**config.mk**
```make
export PLATFORM = sky130hd
export DESIGN_NAME = fetch_unit
export DESIGN_NICKNAME = d
export VERILOG_FILES = /design/src/rtl/fetch_pkg.sv /design/src/rtl/sync_fifo.sv /design/src/rtl/fetch_unit.sv
export SDC_FILE = /design/constraint.sdc
export NUM_CORES = 1
export LEC_CHECK = 0
export CAP_MARGIN = 10
export CORE_ASPECT_RATIO = 1.25
export CORE_UTILIZATION = 55
export CTS_BUF_LIST = sky130_fd_sc_hd__clkbuf_8
export CTS_CLUSTER_SIZE = 14
export DETAILED_ROUTE_END_ITERATION = 10
export PLACE_DENSITY = 0.8
export SYNTH_ARGS = -nofsm -noshare
export SYNTH_HDL_FRONTEND = slang
export SYNTH_HIERARCHICAL = 1
export SYNTH_SLANG_ARGS = --single-unit
```
**constraint.sdc**
```tcl
create_clock -name clk_i -period 4.5 [get_ports clk_i]
set_clock_uncertainty 0.15 [all_clocks]
set_input_delay 0.9 -clock clk_i [delete_from_list [all_inputs] [get_ports clk_i]]
set_output_delay 0.9 -clock clk_i [all_outputs]
set_load 0.01 [all_outputs]
```
**src/rtl/fetch_pkg.sv**
```systemverilog
// Shared constants for the instruction-fetch front end.
package fetch_pkg;

  localparam int unsigned INSTR_W = 32;
  localparam int unsigned PC_STEP = 4;
  localparam logic [INSTR_W-1:0] NOP_INSTR = 32'h0000_0013;

endpackage

```
**src/rtl/sync_fifo.sv**
```systemverilog
// Synchronous FIFO with wrap-around pointers, single-cycle flush and occupancy count.
// DEPTH must be a power of two so the pointers wrap naturally.
module sync_fifo #(
  parameter int unsigned WIDTH = 64,
  parameter int unsigned DEPTH = 4
) (
  input  logic                    clk_i,
  input  logic                    rst_ni,
  input  logic                    clear_i,
  input  logic                    push_i,
  input  logic [WIDTH-1:0]        data_i,
  input  logic                    pop_i,
  output logic [WIDTH-1:0]        data_o,
  output logic [$clog2(DEPTH):0]  count_o
);

  localparam int unsigned PW = $clog2(DEPTH);
  localparam int unsigned CW = PW + 1;

  logic [WIDTH-1:0] r_mem [DEPTH];
  logic [PW-1:0]    r_wptr;
  logic [PW-1:0]    r_rptr;
  logic [CW-1:0]    r_count;

  always_ff @(posedge clk_i) begin
    if (!rst_ni || clear_i) begin
      r_wptr  <= '0;
      r_rptr  <= '0;
      r_count <= '0;
    end else begin
      if (push_i) r_wptr <= r_wptr + PW'(1);
      if (pop_i)  r_rptr <= r_rptr + PW'(1);
      r_count <= r_count + CW'(push_i) - CW'(pop_i);
    end
  end

  // Storage needs no reset; entries are only visible through count
  always_ff @(posedge clk_i) begin
    if (push_i && !clear_i) r_mem[r_wptr] <= data_i;
  end

  assign data_o  = r_mem[r_rptr];
  assign count_o = r_count;

  a_no_overflow: assert property (@(posedge clk_i) disable iff (!rst_ni || clear_i)
    !(push_i && !pop_i && (r_count == CW'(DEPTH))));

endmodule

```
**src/rtl/fetch_unit.sv**
```systemverilog
// Instruction-fetch front end: PC generation, credit-limited imem requests, in-order
// response tracking with redirect flush, and a prefetch queue feeding decode.
module fetch_unit
  import fetch_pkg::*;
#(
  parameter int unsigned     XLEN            = 32,
  parameter int unsigned     DEPTH           = 4,
  parameter int unsigned     MAX_OUTSTANDING = 2,
  parameter logic [XLEN-1:0] RESET_PC        = '0
) (
  input  logic                    clk_i,
  input  logic                    rst_i,
  output logic                    imem_req_valid_o,
  input  logic                    imem_req_ready_i,
  output logic [XLEN-1:0]         imem_req_addr_o,
  input  logic                    imem_rsp_valid_i,
  input  logic [INSTR_W-1:0]      imem_rsp_data_i,
  input  logic                    redirect_i,
  input  logic [XLEN-1:0]         redirect_pc_i,
  output logic                    id_valid_o,
  input  logic                    id_ready_i,
  output logic [INSTR_W-1:0]      id_instr_o,
  output logic [XLEN-1:0]         id_pc_o,
  output logic [XLEN-1:0]         pc_o,
  output logic [$clog2(DEPTH):0]  occupancy_o
);

  localparam int unsigned CW = $clog2(DEPTH) + 1;
  localparam int unsigned IW = $clog2(MAX_OUTSTANDING) + 1;
  localparam int unsigned EW = XLEN + INSTR_W;

  logic [XLEN-1:0] r_fetch_pc;
  logic [XLEN-1:0] r_rsp_pc;
  logic [IW-1:0]   r_inflight;
  logic [IW-1:0]   r_discard;

  logic [CW-1:0]   w_count;
  logic [EW-1:0]   w_head;
  logic [31:0]     w_credit;
  logic [XLEN-1:0] w_redirect_pc;
  logic            w_req_valid;
  logic            w_fire;
  logic            w_rsp;
  logic            w_push;
  logic            w_pop;
  logic            w_id_valid;
  logic            w_unused_pc_lsb;

  assign w_redirect_pc   = {redirect_pc_i[XLEN-1:2], 2'b00};
  assign w_unused_pc_lsb = ^redirect_pc_i[1:0];

  // Every issued request owns a queue slot, so responses can never overflow the queue
  assign w_credit    = 32'(w_count) + 32'(r_inflight);
  assign w_req_valid = rst_i && !redirect_i && (32'(r_inflight) < MAX_OUTSTANDING) &&
                       (w_credit < DEPTH);
  assign w_fire      = w_req_valid && imem_req_ready_i;

  assign w_rsp       = imem_rsp_valid_i && (r_inflight != '0);
  assign w_push      = w_rsp && !redirect_i && (r_discard == '0);
  assign w_id_valid  = (w_count != '0);
  assign w_pop       = w_id_valid && id_ready_i && !redirect_i;

  always_ff @(posedge clk_i) begin
    if (!rst_i) begin
      r_fetch_pc <= RESET_PC;
      r_rsp_pc   <= RESET_PC;
      r_inflight <= '0;
      r_discard  <= '0;
    end else if (redirect_i) begin
      // Everything still outstanding after this edge belongs to the old path
      r_fetch_pc <= w_redirect_pc;
      r_rsp_pc   <= w_redirect_pc;
      r_inflight <= r_inflight - IW'(w_rsp);
      r_discard  <= r_inflight - IW'(w_rsp);
    end else begin
      if (w_fire) r_fetch_pc <= r_fetch_pc + XLEN'(PC_STEP);
      if (w_push) r_rsp_pc   <= r_rsp_pc + XLEN'(PC_STEP);
      if (w_rsp && (r_discard != '0)) r_discard <= r_discard - IW'(1);
      r_inflight <= r_inflight + IW'(w_fire) - IW'(w_rsp);
    end
  end

  sync_fifo #(
    .WIDTH (EW),
    .DEPTH (DEPTH)
  ) u_queue (
    .clk_i   (clk_i),
    .rst_ni  (rst_i),
    .clear_i (redirect_i),
    .push_i  (w_push),
    .data_i  ({r_rsp_pc, imem_rsp_data_i}),
    .pop_i   (w_pop),
    .data_o  (w_head),
    .count_o (w_count)
  );

  assign imem_req_valid_o = w_req_valid;
  assign imem_req_addr_o  = r_fetch_pc;
  assign pc_o             = r_fetch_pc;
  assign occupancy_o      = w_count;
  assign id_valid_o       = w_id_valid;
  assign id_instr_o       = w_id_valid ? w_head[INSTR_W-1:0] : NOP_INSTR;
  assign id_pc_o          = w_id_valid ? w_head[EW-1:INSTR_W] : '0;

endmodule

```
==> impl_results.md, run 1 <==
- Synthesis-to-layout area growth: 20.5%
- Synthesized area per cell: 14.8 sq um
- Number of remaining DRC errors: 0
- Drt via density: 5.90
- Critical path peak fanout: 10
- I/O Buffers: 196
- CP max stage cell: clkdlybuf4s50_1
- Largest net degree at the start of global routing: 72
- Seq/Total Area, Yosys: 0.642
- Worst Path Buf+Inv: 2
- Gr busiest metal: met2
- Peak Freq: 0.264 GHz
- Core Area: 0.0254 sq mm
- # rows: 65
- Filler cells: 1,762
- RSZ-0062 raised after global routing: false
- Die height: 182 microns
- Die W: 146 microns
- Clock Path Buffers: 3
- Synth Cell Area: 0.0142 sq mm
- DR WL/cell: 19.3 microns
- DRT iter0 DRCs: 650
- Hold-fix buffers, CTS: 0
- Layout cell share with drive strength beyond 1: 0.130
- Met1 usage: 0.286
- Yosys top cell by area: edfxtp_1
- Worst min path class: reg -> reg
- Post-route ant nets: 0
- Most used DFF post-synth: edfxtp_1
- Tightest Pin Transition: 0.950 ns
- PnR Total Power: 6.06 mW
- Fin. max-slew vios: 0
- Detail Placement HPWL: 18,900 microns
- Total gr overflow: 0
- Num Clock Sinks: 329
- Diodes inserted: 0
- Final Cycle Share: 0.840
- First-pass GRT wire length: 46,600 microns
- Number of flops mapped to enable cells by yosys: 256
- Fraction of registers with async set/reset: 0
- Data arrival, critical path: 2.73 ns
- Worst slew margin: 0.361
- DIE AREA: 0.0266 sq mm
- Register area: 0.00915 sq mm
- Worst-path clk slew: 0.06 ns
- CTS resizes: 0
- Final min period: 3.78 ns
- Synth cell types: 60
- Critical Path RT: 3.45 ns
- Total track usage: 0.224
- Clk_lat worst skew: 0.54 ns
- Number of CTS-inserted buffers: 47
- Count of final setup violators: 0
- Synth Warn #: 6
- Nets: 1,235
- GP Congestion: 0.892
- CP cell instances: clkdlybuf4s50_1 > or4b_4 > nor3_1 > clkdlybuf4s50_1
- # IOs: 203
- R2R setup slack: 1.61 ns
- Critical path type: in -> out
- VDD IR max: 240 uV
- # H-tree levels: 2
- Routing usage on met2: 0.389
- Post-Route WL: 29,400 microns
- Yosys top cell area share: 0.539
- Footprint of the multi-input gates: 0.00448 sq mm
- Post-CTS Setup Bufs: 0
- Vias in the first global route: 8,967
- Crit path top cell by count: clkdlybuf4s50_1
- Mapped Cells: 966
- Pwr dens: 353 mW/mm^2
- Starting Density: 0.562
- Root Buffer: clkbuf_8
- #FFs+latches synth: 329
- Leakage: 5.61 nW
- CTS tree: done
- Met3 GRT Util: 0.0324
- Via count: 8,961
- Critical Path Max Stage Delay: 0.59 ns
- Synth cell count leaders: 256 x edfxtp_1, 73 x dfxtp_1, 71 x and2_1, 60 x mux4_2, 40 x o21ai_0
- Final Hold Fails: 0
- TNS Setup: 0 ns
- CP Capture Type: primary output
- Initial antenna violation count: 0
- Max_cap viols: 0
- Largest cells by area after synthesis: edfxtp_1 54%, dfxtp_1 10%, mux4_2 9.5%
- First-pass DRT Iterations: 5
- Critical Path Start Type: input port
- Most frequent cell after synthesis: edfxtp_1
- Status: finished, final reports clean
- CP top delay family: buffers and inverters
## placed cells by master (no fill, tap or decap), types with 4 or more instances in the layout
cell,instances
a31oi_1,25
edfxtp_1,256
xor2_1,6
mux4_2,60
clkdlybuf4s50_1,195
nor4_1,21
nand4_1,18
a211oi_1,13
mux4_1,4
nand2_1,34
or4_1,16
nor3_1,14
ha_1,13
and3_1,13
nor2_1,24
o21ai_0,40
and2_1,67
xnor2_1,11
or2_2,4
or3_1,15
o31a_1,4
buf_12,8
and2_2,4
dfxtp_1,71
o31ai_1,11
o311a_1,5
nand2b_1,10
clkinv_1,6
inv_1,39
and4_1,8
clkbuf_8,50
a21oi_1,15
conb_1,12
nor4b_1,4
nand3_1,33
buf_4,11
## layer usage
metal / wire [microns] / up-vias
met2: 14700 / 350
li1: - / 4113
met1: 12000 / 4424
met4: 936 / 0
met3: 1760 / 74
met5: 0 / -
## worst register-to-register path: stages, from the launching register on
cell     delay [ns]
dfxtp_1        0.40
ha_1           0.24
or4b_4         0.57
or4_4          0.71
or4_1          0.56
a31oi_1        0.18
## layout make-up
type / instances / share of cell area
Sequential cell: 329 / 0.533
Multi-Input combinational cell: 539 / 0.261
Timing Repair Buffer: 215 / 0.128
Clock buffer: 50 / 0.0401
Tap cell: 335 / 0.0244
Clock inverter: 33 / 0.00947
Inverter: 19 / 0.00415
## sequential cells by signal, summed over array words and instances (netlist names), named ones only
| name | cells |
|---|---|
| imem_req_addr_o | 30 |
| r_discard | 2 |
| r_inflight | 2 |
| r_rsp_pc | 30 |
| u_queue/count_o | 3 |
| u_queue/r_mem | 256 |
| u_queue/r_rptr | 2 |
| u_queue/r_wptr | 2 |
## report_power, final
| part | switching, mW | internal (mW) |
|---|---|---|
| registers | 0.0993 | 3.35 |
| logic | 0.233 | 0.266 |
| clock network | 1.04 | 1.08 |
## through the flow
step                cell area (sq um)  worst slack [ns]  hold WS, ns   util  std cells
finish                          17200             0.719        0.381  0.677       1520
global route                    17200             0.544        0.406  0.677       1520
CTS                             17200             0.654        0.381  0.677       1520
detailed placement              16300             0.747        0.377  0.643       1437
global placement                16300             0.740        0.364  0.643       1437
floorplan                       14300             0.615        0.324      -        977
## worst paths after layout
kind / from / endpoint / cells past startpoint
min: r_rsp_pc[15]$_SDFFE_PN0P_ / u_queue/r_mem[1][47]$_DFFE_PP_ / 0
max reg2reg: r_inflight[1]$_SDFF_PN0_ / imem_req_addr_o[24]$_SDFFE_PN0P_ / 5
max: rst_i / imem_req_valid_o / 4
min reg2reg: r_rsp_pc[15]$_SDFFE_PN0P_ / u_queue/r_mem[1][47]$_DFFE_PP_ / 0
## kinds of logic after synthesis
kind of cell	share of synthesized area
AOI/OAI and AO/OA	0.0603
xor gates and xnor gates	0.0121
adders and majority gates	0.0128
buffers and inverters	0.0472
DFF	0.642
muxes	0.104
other	0.000263
and+or+nand+nor	0.122
Power figures use the tool's default switching activity.
==> inputs of run 2 (changes only) <==
- clock period: 4.5 -> 3.5 ns (I/O delays scaled with it)
==> impl_results.md, run 2 (synthesis results as in run 1) <==
- Post-route ant nets: 0 (unchanged)
- Layout cell share with drive strength beyond 1: 0.146 (was 0.130)
- Post-Route WL: 29,700 microns (was 29,400 microns)
- Drt via density: 5.89 (was 5.90)
- Die W: 146 microns (unchanged)
- Nets: 1,250 (was 1,235)
- # IOs: 203 (unchanged)
- Die height: 182 microns (unchanged)
- Core Area: 0.0254 sq mm (unchanged)
- I/O Buffers: 196 (unchanged)
- WHS Path Cells: 2 (was 0)
- Flop pwr share: 0.554 (was 0.569)
- Fin. max-slew vios: 0 (unchanged)
- Via count: 9,065 (was 8,961)
- Critical path peak fanout: 4 (was 10)
- Peak Freq: 0.295 GHz
- DRT iter0 DRCs: 626 (was 650)
- Sw frac: 0.227 (was 0.226)
- GP Congestion: 0.909 (was 0.892)
- Number of CTS-inserted buffers: 47 (unchanged)
- Most frequent cells in the layout: 256 x edfxtp_1, 195 x clkdlybuf4s50_1, 71 x dfxtp_1 (unchanged)
- Count of final setup violators: 0 (unchanged)
- Status: finished, final reports clean (unchanged)
- # H-tree levels: 2 (unchanged)
- CTS tree: done (unchanged)
- CP cell instances: clkdlybuf4s50_1 > or4b_4 > nor3_1 > clkdlybuf4s50_1 (unchanged)
- RR Startpoint: r_inflight[1]$_SDFF_PN0_ (unchanged)
- Initial antenna violation count: 0 (unchanged)
- Clock Path Buffers: 3 (unchanged)
- R2R cell count: 5 (unchanged)
- Clk_lat worst skew: 0.55 ns (was 0.54 ns)
- Fin area: 0.0174 sq mm (was 0.0172 sq mm)
- Final Hold Fails: 0 (unchanged)
- Vias in the first global route: 9,181 (was 8,967)
- Tightest Pin Transition: 0.517 ns (was 0.950 ns)
- Dpl cells: 1,452 (was 1,437)
- Synthesis-to-layout area growth: 21.9% (was 20.5%)
- Pwr dens: 461 mW/mm^2 (was 353 mW/mm^2)
- Starting Density: 0.562 (unchanged)
- Worst-path clk slew: 0.06 ns (about the same)
- Number of remaining DRC errors: 0 (unchanged)
- First-pass DRT Iterations: 5 (unchanged)
- Worst slew margin: 0.652 (was 0.361)
- First-pass GRT wire length: 48,000 microns (was 46,600 microns)
- Psw: 1.81 mW (was 1.37 mW)
- # rows: 65 (unchanged)
- VDD IR max: 361 uV (was 240 uV)
- Largest Register: u_queue/r_mem (unchanged)
- Max_cap viols: 0 (unchanged)
- Total gr overflow: 0 (unchanged)
- CP max stage cell: clkdlybuf4s50_1 (unchanged)
- Diodes inserted: 0 (unchanged)
- Comb power frac: 0.082 (about the same)
- Worst min path class: reg -> reg (unchanged)
- Clk pwr share: 0.364 (was 0.349)
- Num Clock Sinks: 329 (unchanged)
- Crit path top cell by count: clkdlybuf4s50_1 (unchanged)
- Largest register FFs: 256 (unchanged)
- Total track usage: 0.230 (was 0.224)
- Finished Core Util: 0.685 (was 0.677)
- Detail Placement HPWL: 19,300 microns (was 18,900 microns)
- Final Cycle Share: 0.970
- Final min period: 3.39 ns
- Critical Path Max Stage Delay: 0.58 ns (was 0.59 ns)
- Data arrival, critical path: 2.54 ns (was 2.73 ns)
- Hold-fix buffers, CTS: 0 (unchanged)
- RSZ-0062 raised after global routing: true (was false)
- Critical Path RT: 2.65 ns (was 3.45 ns)
- DR WL/cell: 19.3 microns (about the same)
- Root Buffer: clkbuf_8 (unchanged)
- DIE AREA: 0.0266 sq mm (unchanged)
- WHS: 0.393 ns (was 0.381 ns)
- Leakage: 5.70 nW (was 5.61 nW)
- Final Non-Filler Cells: 1,538 (was 1,520)
- R2R setup slack: 0.73 ns (was 1.61 ns)
- Critical path type: in -> out (unchanged)
- Internal power: 6.19 mW (was 4.69 mW)
- Area after DPL: 0.0165 sq mm (was 0.0163 sq mm)
- RR Endpoint: imem_req_addr_o[30]$_SDFFE_PN0P_ (was imem_req_addr_o[24]$_SDFFE_PN0P_)
- Most common cell after layout, fill and taps aside: edfxtp_1 (unchanged)
- Critical Path Start Type: input port (unchanged)
- Hold path start: u_queue/r_rptr[1]$_SDFFE_PP0P_ (was r_rsp_pc[15]$_SDFFE_PN0P_)
- CP Capture Type: primary output (unchanged)
- Largest net degree at the start of global routing: 65 (was 72)
run 2: cell count changes in the layout (fill, tap and decap cells not counted), moves of 2 or more:
cell | previous run | this run
inv_1 | 39 | 32
clkinv_1 | 6 | 9
bufinv_16 | 1 | 3
buf_4 | 11 | 24
buf_12 | 8 | 10
clkinv_2 | 3 | 9
run 2: final cells by class:
type,instances,area (sq um)
flip-flops and latches,329,9150
fillers,1765,8000
multi-input cells,539,4480
repair buffers,230,2340
clock buffers,49,674
well taps,335,419
clock inverters,37,238
inverters,19,71.3
run 2: metrics by stage:
stage	total power [mW]	TNS (ns)	setup slack, ns
after global placement	5.15	0	0.147
after detailed placement	5.17	0	0.134
after global routing	8.31	-0.0295	-0.0129
after floorplan	4.85	0	0.513
after CTS	8.08	0	0.0380
final	8.00	0	0.106
run 2: power by group through the flow:
| stage | combinational (mW) | clock [mW] | sequential, mW |
|---|---|---|---|
| 2_1_floorplan | 0.374 | 0 | 4.48 |
| 3_3_place_gp | 0.646 | 0 | 4.50 |
| 3_5_place_dp | 0.659 | 0 | 4.51 |
| 4_1_cts | 0.664 | 2.99 | 4.43 |
| 5_1_grt | 0.724 | 3.14 | 4.45 |
| 6_report | 0.658 | 2.91 | 4.43 |
run 2: critical path: cells and delay by family:
| kind | cells | cell delay (ns) |
|---|---|---|
| buffers and inverters | 2 | 1.10 |
| AND/OR/NAND/NOR | 2 | 0.74 |
run 2: routing by layer:
metal,share of wire,global-route usage
met3,0.064,0.0319
met1,0.40,0.293
met4,0.033,0.0938
met5,0,0
met2,0.50,0.399
run 2: worst max path at each step:
stage,endpoint,cells past startpoint,slack (ns),startpoint
after global placement,imem_req_valid_o,4,0.15,rst_i
after detailed placement,imem_req_valid_o,4,0.13,rst_i
after CTS,id_pc_o[4],4,0.04,flop
after global routing,id_pc_o[4],4,-0.01,flop
after floorplan,r_inflight[1]$_SDFF_PN0_,12,0.51,redirect_i
final,imem_req_valid_o,4,0.11,rst_i
run 2: repair_timing:
| action | in CTS | in global routing |
|---|---|---|
| buffers inserted | 0 | 0 |
| setup endpoints to repair | 29 | 3 |
| resized for setup | 1 | 0 |
| hold endpoints to repair | 0 | 0 |
==> inputs of run 3 (changes only) <==
- CORE_UTILIZATION: 55 -> 45
- DONT_BUFFER_PORTS: not set -> 1
- HOLD_SLACK_MARGIN: not set -> 0.03
- PLACE_DENSITY: 0.8 -> not set
==> impl_results.md, run 3 (synthesis results as in run 1) <==
- Final Non-Filler Cells: 1,430 (was 1,538)
- WHS: 0.0845 ns (was 0.393 ns)
- CP Capture Type: primary output (unchanged)
- Largest net degree at the start of global routing: 66 (was 65)
- CTS tree: done (unchanged)
- Critical path type: reg -> out (was in -> out)
- First-pass GRT wire length: 46,500 microns (was 48,000 microns)
- DIE AREA: 0.0324 sq mm (was 0.0266 sq mm)
- Nets: 1,066 (was 1,250)
- Clk_lat worst skew: 0.56 ns (was 0.55 ns)
- R2R cell count: 5 (unchanged)
- Final Cycle Share: 0.866 (was 0.970)
- TNS Setup: 0 ns (unchanged)
- Number of remaining DRC errors: 0 (unchanged)
- GP Congestion: 0.810 (was 0.909)
- Data arrival, critical path: 2.18 ns (was 2.54 ns)
- Detail Placement HPWL: 18,000 microns (was 19,300 microns)
- Starting Density: 0.458 (was 0.562)
- Final min period: 3.03 ns (was 3.39 ns)
- DRT iter0 DRCs: 455 (was 626)
- Via count: 8,142 (was 9,065)
- Total gr overflow: 0 (unchanged)
- Largest register FFs: 256 (unchanged)
- DR WL/cell: 20.9 microns (was 19.3 microns)
- RSZ-0062 raised after global routing: false (was true)
- Number of CTS-inserted buffers: 51 (was 47)
- Final Hold Fails: 0 (unchanged)
- Hold path start: imem_rsp_data_i[10] (was u_queue/r_rptr[1]$_SDFFE_PP0P_)
- R2R setup slack: 0.66 ns (was 0.73 ns)
- # H-tree levels: 2 (unchanged)
- Critical Path Source: u_queue/count_o[2]$_SDFF_PP0_ (was rst_i)
- Largest Register: u_queue/r_mem (unchanged)
- Max_cap viols: 0 (unchanged)
- VDD IR max: 222 uV (was 361 uV)
- Count of final setup violators: 0 (unchanged)
- RR Startpoint: r_inflight[1]$_SDFF_PN0_ (unchanged)
- Peak Freq: 0.330 GHz (was 0.295 GHz)
- Diodes inserted: 0 (unchanged)
- # IOs: 203 (unchanged)
- First-pass DRT Iterations: 4 (was 5)
- Initial antenna violation count: 0 (unchanged)
- Layout cell share with drive strength beyond 1: 0.165 (was 0.146)
- Root Buffer: clkbuf_8 (unchanged)
- Most frequent cells in the layout: 256 x edfxtp_1, 71 x dfxtp_1, 67 x and2_1 (was 256 x edfxtp_1, 195 x clkdlybuf4s50_1, 71 x dfxtp_1)
- Die height: 201 microns (was 182 microns)
- Pwr dens: 518 mW/mm^2 (was 461 mW/mm^2)
- Worst slew margin: 0.598 (was 0.652)
- Leakage: 5.06 nW (was 5.70 nW)
- Critical path peak fanout: 65 (was 4)
- Most common cell after layout, fill and taps aside: edfxtp_1 (unchanged)
- PnR Total Power: 8.14 mW (was 8.00 mW)
- Status: finished, final reports clean (unchanged)
- Critical Path Start Type: flop (was input port)
- WHS Path Cells: 0 (was 2)
- I/O Buffers: 0 (was 196)
- Worst min path class: in -> reg (was reg -> reg)
- Dpl cells: 1,310 (was 1,452)
- Drt via density: 5.69 (was 5.89)
- WHS Endpoint: u_queue/r_mem[2][10]$_DFFE_PP_
- Total track usage: 0.186 (was 0.230)
- Post-Route WL: 29,800 microns (was 29,700 microns)
- # rows: 72 (was 65)
- Worst-path clk slew: 0.06 ns (about the same)
- Core Area: 0.0311 sq mm (was 0.0254 sq mm)
- Synthesis-to-layout area growth: 10.4% (was 21.9%)
- Filler cells: 2,631 (was 1,765)
- Die W: 161 microns (was 146 microns)
- Tightest Pin Transition: 0.603 ns (was 0.517 ns)
- Vias in the first global route: 8,418 (was 9,181)
- Post-CTS Setup Bufs: 0 (unchanged)
- Clock Path Buffers: 3 (unchanged)
- Fin. max-slew vios: 0 (unchanged)
- Post-route ant nets: 0 (unchanged)
- Critical Path RT: 2.65 ns (about the same)
- Num Clock Sinks: 329 (unchanged)
- RR Endpoint: imem_req_addr_o[28]$_SDFFE_PN0P_ (was imem_req_addr_o[30]$_SDFFE_PN0P_)
==> run 3: cell count changes in the layout (fill, tap and decap cells not counted), sizes merged, moves of 2 or more <==
cell,before,now
inv,34,29
buf,34,16
clkdlybuf4s50,195,0
clkinv,18,20
clkbuf,50,58
dlygate4sd3,0,26
==> run 3: worst max path at each step <==
stage / endpoint / slack (ns) / cells past startpoint
final: id_pc_o[7] / 0.47 / 3
after floorplan: r_inflight[1]$_SDFF_PN0_ / 0.51 / 12
after detailed placement: imem_req_addr_o[18]$_SDFFE_PN0P_ / 0.62 / 4
after global placement: imem_req_addr_o[24]$_SDFFE_PN0P_ / 0.66 / 4
after global routing: id_pc_o[21] / 0.33 / 3
after CTS: id_pc_o[21] / 0.38 / 3
==> run 3: cell type report <==
| type | instances | area (sq um) | area share |
|---|---|---|---|
| sequential | 329 | 9150 | 0.582 |
| multi-input combinational | 539 | 4480 | 0.285 |
| clock buffer | 58 | 798 | 0.0508 |
| tap | 407 | 509 | 0.0324 |
| timing repair buffer | 42 | 455 | 0.0290 |
| clock inverter | 36 | 262 | 0.0166 |
| inverter | 19 | 71.3 | 0.00454 |
==> run 3: power by group <==
| part | total [mW] | internal [mW] | switching, mW |
|---|---|---|---|
| sequential | 4.45 | 4.31 | 0.148 |
| clock | 3.28 | 1.82 | 1.46 |
| combinational | 0.408 | 0.179 | 0.229 |
| total | 8.14 | 6.30 | 1.84 |
==> run 3: per-stage QoR <==
step	util	setup slack (ns)	cell area [sq um]
after floorplan	-	0.513	14300
after detailed placement	0.463	0.620	14400
after CTS	0.506	0.384	15700
final	0.506	0.470	15700
after global placement	0.463	0.658	14400
after global routing	0.506	0.330	15700
==> run 3: what timing repair did <==
action,in CTS,in global routing
endpoints found under the hold margin,92,0
hold buffers,26,0
gates resized for setup,0,0
==> run 3: per-layer routing <==
| metal | track usage | part of all wire |
|---|---|---|
| met1 | 0.225 | 0.41 |
| met2 | 0.324 | 0.50 |
| met3 | 0.0473 | 0.069 |
| met4 | 0.0586 | 0.021 |
| met5 | 0 | 0 |
==> run 3: worst max-delay path, cell delays in order (launching register included) <==
cell,delay (ns)
dfxtp_1,0.40
or3_2,0.53
buf_4,0.31
and2_1,0.33
